### config.mk
export PLATFORM = sky130hd
export DESIGN_NAME = conv_window_regfile
export DESIGN_NICKNAME = d
export VERILOG_FILES = /design/src/rtl/conv_pkg.sv /design/src/rtl/rf_read_port.sv /design/src/rtl/conv_window_regfile.sv
export SDC_FILE = /design/constraint.sdc
export NUM_CORES = 1
export LEC_CHECK = 0
export CAP_MARGIN = 30
export CORE_AREA = 2 2 97 76
export DETAILED_ROUTE_END_ITERATION = 12
export DIE_AREA = 0 0 99 78
export PLACE_DENSITY = 0.8
export SLEW_MARGIN = 20
export SYNTH_ARGS = -nofsm -noshare
export SYNTH_HDL_FRONTEND = slang
export SYNTH_SLANG_ARGS = --single-unit
### constraint.sdc
create_clock -name clk -period 2.2 [get_ports clk]
set_input_delay 0.66 -clock clk [delete_from_list [all_inputs] [get_ports clk]]
set_output_delay 0.66 -clock clk [all_outputs]
set_load 0.02 [all_outputs]
### src/rtl/conv_pkg.sv
// Shared constants, address-width helper, port-slice helper and window update
// encoding for the convolution-core window register file and MAC-array blocks.
package conv_pkg;

  localparam int DEF_WIDTH  = 8;
  localparam int DEF_DEPTH  = 5;
  localparam int DEF_NUM_RD = 2;

  // Window update applied on a clock edge; a load always wins over a shift.
  typedef enum logic [1:0] {
    UPD_HOLD,
    UPD_LOAD,
    UPD_SHIFT
  } updOp_t;

  function automatic int addrBits(input int depth);
    return (depth <= 2) ? 1 : $clog2(depth);
  endfunction

  // LSB of port k's slice in a flat bus of per-port fields of width w.
  function automatic int sliceLsb(input int k, input int w);
    return k * w;
  endfunction

endpackage

### src/rtl/rf_read_port.sv
// One registered read port of the window register file: entry mux, range
// check and the valid/error strobes, all with one cycle of latency.
module rf_read_port
  import conv_pkg::*;
#(
  parameter int WIDTH = DEF_WIDTH,
  parameter int DEPTH = DEF_DEPTH,
  parameter int ADDR  = addrBits(DEF_DEPTH)
) (
  input  logic                   clk,
  input  logic                   rst,
  input  logic                   rdEn,
  input  logic [ADDR-1:0]        address,
  input  logic [DEPTH*WIDTH-1:0] entries,
  output logic [WIDTH-1:0]       rdData,
  output logic                   rdValid,
  output logic                   rdErr
);

  logic [WIDTH-1:0] selData;
  logic             outOfRange;

  always_comb begin
    selData    = '0;
    outOfRange = (int'(address) >= DEPTH);
    for (int i = 0; i < DEPTH; i++) begin
      if (int'(address) == i) selData = entries[i*WIDTH +: WIDTH];
    end
  end

  // Data and error flag only move on a request; idle cycles hold the last read.
  always_ff @(posedge clk) begin
    if (rst) begin
      rdData  <= '0;
      rdValid <= 1'b0;
      rdErr   <= 1'b0;
    end else begin
      rdValid <= rdEn;
      if (rdEn) begin
        rdData <= outOfRange ? '0 : selData;
        rdErr  <= outOfRange;
      end
    end
  end

endmodule

### src/rtl/conv_window_regfile.sv
// Kernel-row window store with parallel load, sliding shift and NUM_RD
// registered read ports. Define RF_BYPASS_EN for write-through read forwarding.
module conv_window_regfile
  import conv_pkg::*;
#(
  parameter int WIDTH  = DEF_WIDTH,
  parameter int DEPTH  = DEF_DEPTH,
  parameter int ADDR   = addrBits(DEF_DEPTH),
  parameter int NUM_RD = DEF_NUM_RD
) (
  input  logic                    clk,
  input  logic                    rst,
  input  logic                    wrEn,
  input  logic                    shiftEn,
  input  logic [DEPTH*WIDTH-1:0]  WrData,
  input  logic [WIDTH-1:0]        ShiftData,
  input  logic [NUM_RD-1:0]       RdEn,
  input  logic [NUM_RD*ADDR-1:0]  Address,
  output logic [NUM_RD*WIDTH-1:0] RdData,
  output logic [NUM_RD-1:0]       RdData_valid,
  output logic [NUM_RD-1:0]       RdErr,
  output logic                    window_full
);

  logic [DEPTH-1:0][WIDTH-1:0] entry;
  logic [DEPTH-1:0][WIDTH-1:0] nextEntry;
  logic [DEPTH-1:0]            validBits;
  logic [DEPTH-1:0]            nextValid;
  logic [DEPTH*WIDTH-1:0]      readView;
  updOp_t                      op;

  // Entry 0 is the oldest pixel; a shift drops it and appends at the top.
  always_comb begin
    op        = UPD_HOLD;
    nextEntry = entry;
    nextValid = validBits;
    if (wrEn)         op = UPD_LOAD;
    else if (shiftEn) op = UPD_SHIFT;
    case (op)
      UPD_LOAD: begin
        nextEntry = WrData;
        nextValid = '1;
      end
      UPD_SHIFT: begin
        nextEntry = {ShiftData, entry[DEPTH-1:1]};
        nextValid = {1'b1, validBits[DEPTH-1:1]};
      end
      default: ;
    endcase
  end

  always_ff @(posedge clk) begin
    if (rst) begin
      entry       <= '0;
      validBits   <= '0;
      window_full <= 1'b0;
    end else begin
      entry       <= nextEntry;
      validBits   <= nextValid;
      window_full <= &nextValid;
    end
  end

`ifdef RF_BYPASS_EN
  assign readView = nextEntry;
`else
  assign readView = entry;
`endif

  for (genvar k = 0; k < NUM_RD; k++) begin : gRdPort
    rf_read_port #(
      .WIDTH(WIDTH),
      .DEPTH(DEPTH),
      .ADDR (ADDR)
    ) uRdPort (
      .clk    (clk),
      .rst    (rst),
      .rdEn   (RdEn[k]),
      .address(Address[sliceLsb(k, ADDR) +: ADDR]),
      .entries(readView),
      .rdData (RdData[sliceLsb(k, WIDTH) +: WIDTH]),
      .rdValid(RdData_valid[k]),
      .rdErr  (RdErr[k])
    );
  end

endmodule

After elaboration in Yosys (flattened, before gate mapping). Index checks and enable logic that the tools add are counted.

Bits in registers: 66. Bits in latches: 0. Bits in writable memories: 0. ROM bits: 0. Bits of input ports: 60. Output and inout port bits: 21. Logic and storage cells: 45. Memories: 0.

$add $sub $neg: 0. Multiply operators: 0. Div/mod/pow operators: 0. Magnitude comparators: 2. Equal/unequal tests: 10. Shift-type cells: 0. Multiplexer cells: 16. Bitwise operators: 0. Reduce and logical (&&, ||, !) cells: 4.

Operators with widths (count): 8-bit 2-to-1 mux (12); 40-bit case mux with 2 select lines (1); 3-bit equality test, second input constant (6); 5-bit case mux with 2 select lines (1); 3-bit by 2-bit equality test with 1-bit output, second input constant (2); 3-bit greater-or-equal comparator, second input constant (2); 3-bit zero test (2); 5-bit AND reduction (1); 2-bit 2-to-1 mux (2); 2-bit by 1-bit equality test with 1-bit output, second input constant (1); 2-bit equality test, second input constant (1); 2-bit nonzero test (1).

Depth between registers and ports, before layout.
Depth in word-level cells: 7. Depth in mapped cells: 7.

By module. A second synthesis with hierarchy kept.

Cells, all modules: 385. Area, all modules: 3833.7 µm².

By module, submodules not included: conv_window_regfile (times used 1, cells each 201, area an instance 2119.5 µm², seq. area each 920.9 µm²); rf_read_port (times used 2, cells each 92, area an instance 857.1 µm², seq. area each 200.2 µm²).

Least setup slack after synthesis. OpenSTA, ideal clock, no wires.

Kind: input to register. Start: input Address[0]. End: register gRdPort[0].uRdPort.rdData[1]. Library setup time: 0.134 ns. Arrival time: 1.493 ns. Required time: 2.066 ns. Setup slack: 0.574 ns. Stages on the path: 6. Path buffers: 2. Path through: buf_6 -> buf_12 -> mux2i_1 -> nor3_1 -> a2111oi_1 -> nor4_2.

Cells in the longest elaborated chain, start to end: 7. Elaborated cells between the ends (all ways): 12.

Ends and longest elaborated chain: start, declared (line conv_window_regfile.sv:18) `input logic [NUM_RD*ADDR-1:0] Address,`; 3-bit zero test (line rf_read_port.sv:27) `if (int'(address) == i) selData = entries[i*WIDTH +: WIDTH];`; 8-bit 2-to-1 mux (5 in series) (line rf_read_port.sv:27); 8-bit 2-to-1 mux * (line rf_read_port.sv:40) `rdData <= outOfRange ? '0 : selData;`; end signal, assigned (line rf_read_port.sv:40); end, declared (line rf_read_port.sv:15) `output logic [WIDTH-1:0] rdData,`.

Every way passes the cells marked *; elsewhere a longest branch is shown, timed or not. A chain may end at the register's enable or synchronous reset.

Final worst setup path.
Start: register gRdPort[1].uRdPort.rdData[0]. End: output RdData[8].

RTL lines: start, declared (line rf_read_port.sv:15); start signal, assigned (line rf_read_port.sv:40); end, declared (line conv_window_regfile.sv:19) `output logic [NUM_RD*WIDTH-1:0] RdData,`.

No word-level cell between the ends.

==> flow_summary.toml <==
[timing]
tns_ps = 0
post-route-period-util = 0.911
fmax_mhz = 499
finalSetupViolCount = 0
tightest_slew_ps = 481
timing.hold.ws_ps = 477
relSlewSlack = 0.679
finalClockSkew_ps = 8.93
post-route-min-period_ps = 2000
finalHoldViolations = 0
slew_violations = 0
rsz0062_at_grt = "no"

[global_routing]
grt_pass1_wl_mm = 15.8
grt_pass1_vias = 3001
grtUsageTotal = 0.263
antenna_found_initial = 0
grt_max_degree = 50
overflow = 0

[clock_tree]
cts_tree = "built"
clock_sinks = 66
cts_resized = 0
path_clk_slew_ps = 70
clk_latency_ps = 340
cts_made_buffers = 9
htree_num_levels = 3
clk_path_buf_depth = 2
cts-root-buf = "clkbuf_8"
postCtsSetupRepairBufs = 0
cts_hold_buf = 0

[job]
maxCapViolations = 0

[floorplan]
ioPinCount = 81
start_util = 0.533
num_rows = 26
core-area_sq_um = 6670
die_area_sq_um = 7720
die_width_um = 99
die_y_um = 78

[finish]
syn2layout_area_growth_pct = 30.0
fillerInstances = 539
fin_nets = 566
drive_above_1_share = 0.0980
insertedDiodeCount = 0

[logic_synthesis]
yosys_warnings = 0
syn_area_sq_um = 3550
synth_edf_count = 0
yosys_most_used_dff = "dfxtp_1"
synth_nets = 492
yosys_register_bits = 66
avgSynthCellArea_sq_um = 8.23
synth_cell_type_count = 33
yosysSeqAreaShare = 0.372
syn_inst = 432
async_flop_share = 0

[worst_setup_path]
crit_type = "register to output port"
crit_fanout = 3
r2r_slack_ps = 900
slowest_delay_ps = 620
worstReg2RegStart = "entry[25]"
critPathBufInv = 1
path_cells = "clkdlybuf4s50_1"
rr_endpoint = "gRdPort[0].uRdPort.rdData[1]"
cpLargestDelayFamily = "buffers and inverters"
start_kind = "register"
cp_slowest_cell = "clkdlybuf4s50_1"
critical_path_arrival_ps = 1340
critical_path_required_ps = 1540
r2r_cells = 4
end_kind = "output port"

[pwr]
p_int_uw = 2090
clock_power_share = 0.348
p_switching_uw = 793
p_per_area_nw_per_um2 = 623
swShare = 0.276
combPwrFrac = 0.188
power_leakage_uw = 0.00191
pwr-share-seq = 0.465
peakVddDrop_v = 0.000369

[routing]
routed_wl_mm = 9.85
viasPerCell = 5.66
wl_per_cell_um = 16.6
vias = 3361
drc_errors = 0
dr.first_iter.drc_count = 279
ant_nets = 0
first_pass_iters = 5

[hold_path]
hold_depth = 1
hold_end = "gRdPort[1].uRdPort.rdData[6]"
hold_path.class = "register to register"
hp-start = "gRdPort[1].uRdPort.rdData[6]"

[place]
dpl.hpwl_mm = 7.23
port_buffers = 80
routabilityCongestion = 0.986

[status]
status = "finished clean"
[Yosys cell counts, types with 6 or more instances]
library cell,instances,area share
a21oi_1,61,0.086
clkbuf_1,12,0.013
buf_2,10,0.014
dfxtp_1,66,0.37
nand2b_1,6,0.011
nand2_1,9,0.0095
nor4_1,10,0.018
nor3_1,12,0.017
buf_4,9,0.019
mux2i_1,67,0.19
buf_6,7,0.022
nor2_1,114,0.12
[worst max-delay path by stage]
| stage | from | slack, ps | cells after the start | endpoint |
|---|---|---|---|---|
| 6_report | gRdPort[1].uRdPort.rdData[0] | 200 | 1 | RdData[8] |
| 5_1_grt | Address[2] | 80 | 5 | gRdPort[0].uRdPort.rdData[0] |
| 4_1_cts | gRdPort[0].uRdPort.rdData[6] | 190 | 1 | RdData[6] |
| 3_5_place_dp | Address[2] | -80 | 5 | gRdPort[0].uRdPort.rdData[1] |
| 3_3_place_gp | Address[2] | -70 | 5 | gRdPort[0].uRdPort.rdData[1] |
| 2_1_floorplan | Address[0] | 570 | 6 | gRdPort[0].uRdPort.rdData[1] |
[through the flow]
stage	instances	power (uW)	utilization	setup WS [ps]	cell area [sq um]
after floorplan	432	1670	-	574	3550
after global placement	579	1880	0.664	-68.1	4430
after detailed placement	579	1890	0.664	-83.9	4430
after CTS	594	2890	0.693	191	4620
after global routing	594	3010	0.693	80.0	4620
final	594	2880	0.693	195	4620
[routing by layer]
metal / track usage / part of all wire / up-vias / routed length (um)
met5: 0 / 0 / - / 0
met2: 0.372 / 0.42 / 201 / 4160
met3: 0.0730 / 0.11 / 16 / 1090
li1: - / - / 1663 / -
met4: 0.0685 / 0.014 / 0 / 135
met1: 0.391 / 0.45 / 1481 / 4460
[sequential cells by signal, indices dropped and copies added (netlist names)]
register and count:
window_full 1, gRdPort.uRdPort.rdValid 2, entry 40, gRdPort.uRdPort.rdData 16, gRdPort.uRdPort.rdErr 2, validBits 5
[cell families after synthesis]
group / Yosys count / share of synthesized area
buffers and inverters: 45 / 0.0799
DFF: 66 / 0.372
AOI/OAI and AO/OA: 92 / 0.160
and+or+nand+nor: 162 / 0.200
muxes: 67 / 0.189
[power by group through the flow]
stage | Clock, uW | Sequential, uW | Combinational [uW]
6_report | 1000 | 1340 | 540
5_1_grt | 1070 | 1340 | 592
4_1_cts | 1020 | 1330 | 536
3_5_place_dp | 0 | 1360 | 533
3_3_place_gp | 0 | 1360 | 525
2_1_floorplan | 0 | 1340 | 328
[layout by cell type, fill, tap and decap left out, drive strengths merged]
| cell | synthesis | final |
|---|---|---|
| a2111oi | 11 | 11 |
| a211oi | 2 | 2 |
| a21boi | 2 | 2 |
| a21oi | 61 | 61 |
| a221oi | 1 | 1 |
| a22o | 3 | 3 |
| a31oi | 2 | 2 |
| a32oi | 3 | 3 |
| and2 | 3 | 3 |
| buf | 28 | 26 |
| bufinv | 0 | 1 |
| clkbuf | 12 | 10 |
| clkdlybuf4s50 | 0 | 77 |
| clkinv | 0 | 2 |
| clkinvlp | 0 | 2 |
| dfxtp | 66 | 66 |
| inv | 5 | 5 |
| mux2i | 67 | 67 |
| nand2 | 9 | 9 |
| nand2b | 6 | 6 |
| nor2 | 116 | 116 |
| nor2b | 1 | 1 |
| nor3 | 12 | 12 |
| nor4 | 12 | 12 |
| o21ai | 3 | 3 |
| o32ai | 4 | 4 |
| or2 | 3 | 3 |
[area by class of cell]
class	count	area (sq um)	share of cell area
Sequential cell	66	1320	0.286
Clock buffer	10	138	0.0298
Tap cell	84	105	0.0227
Inverter	5	18.8	0.00406
Clock inverter	5	55.1	0.0119
Timing Repair Buffer	103	1030	0.224
Multi-Input combinational cell	321	1950	0.422
Power figures use the tool's default switching activity.
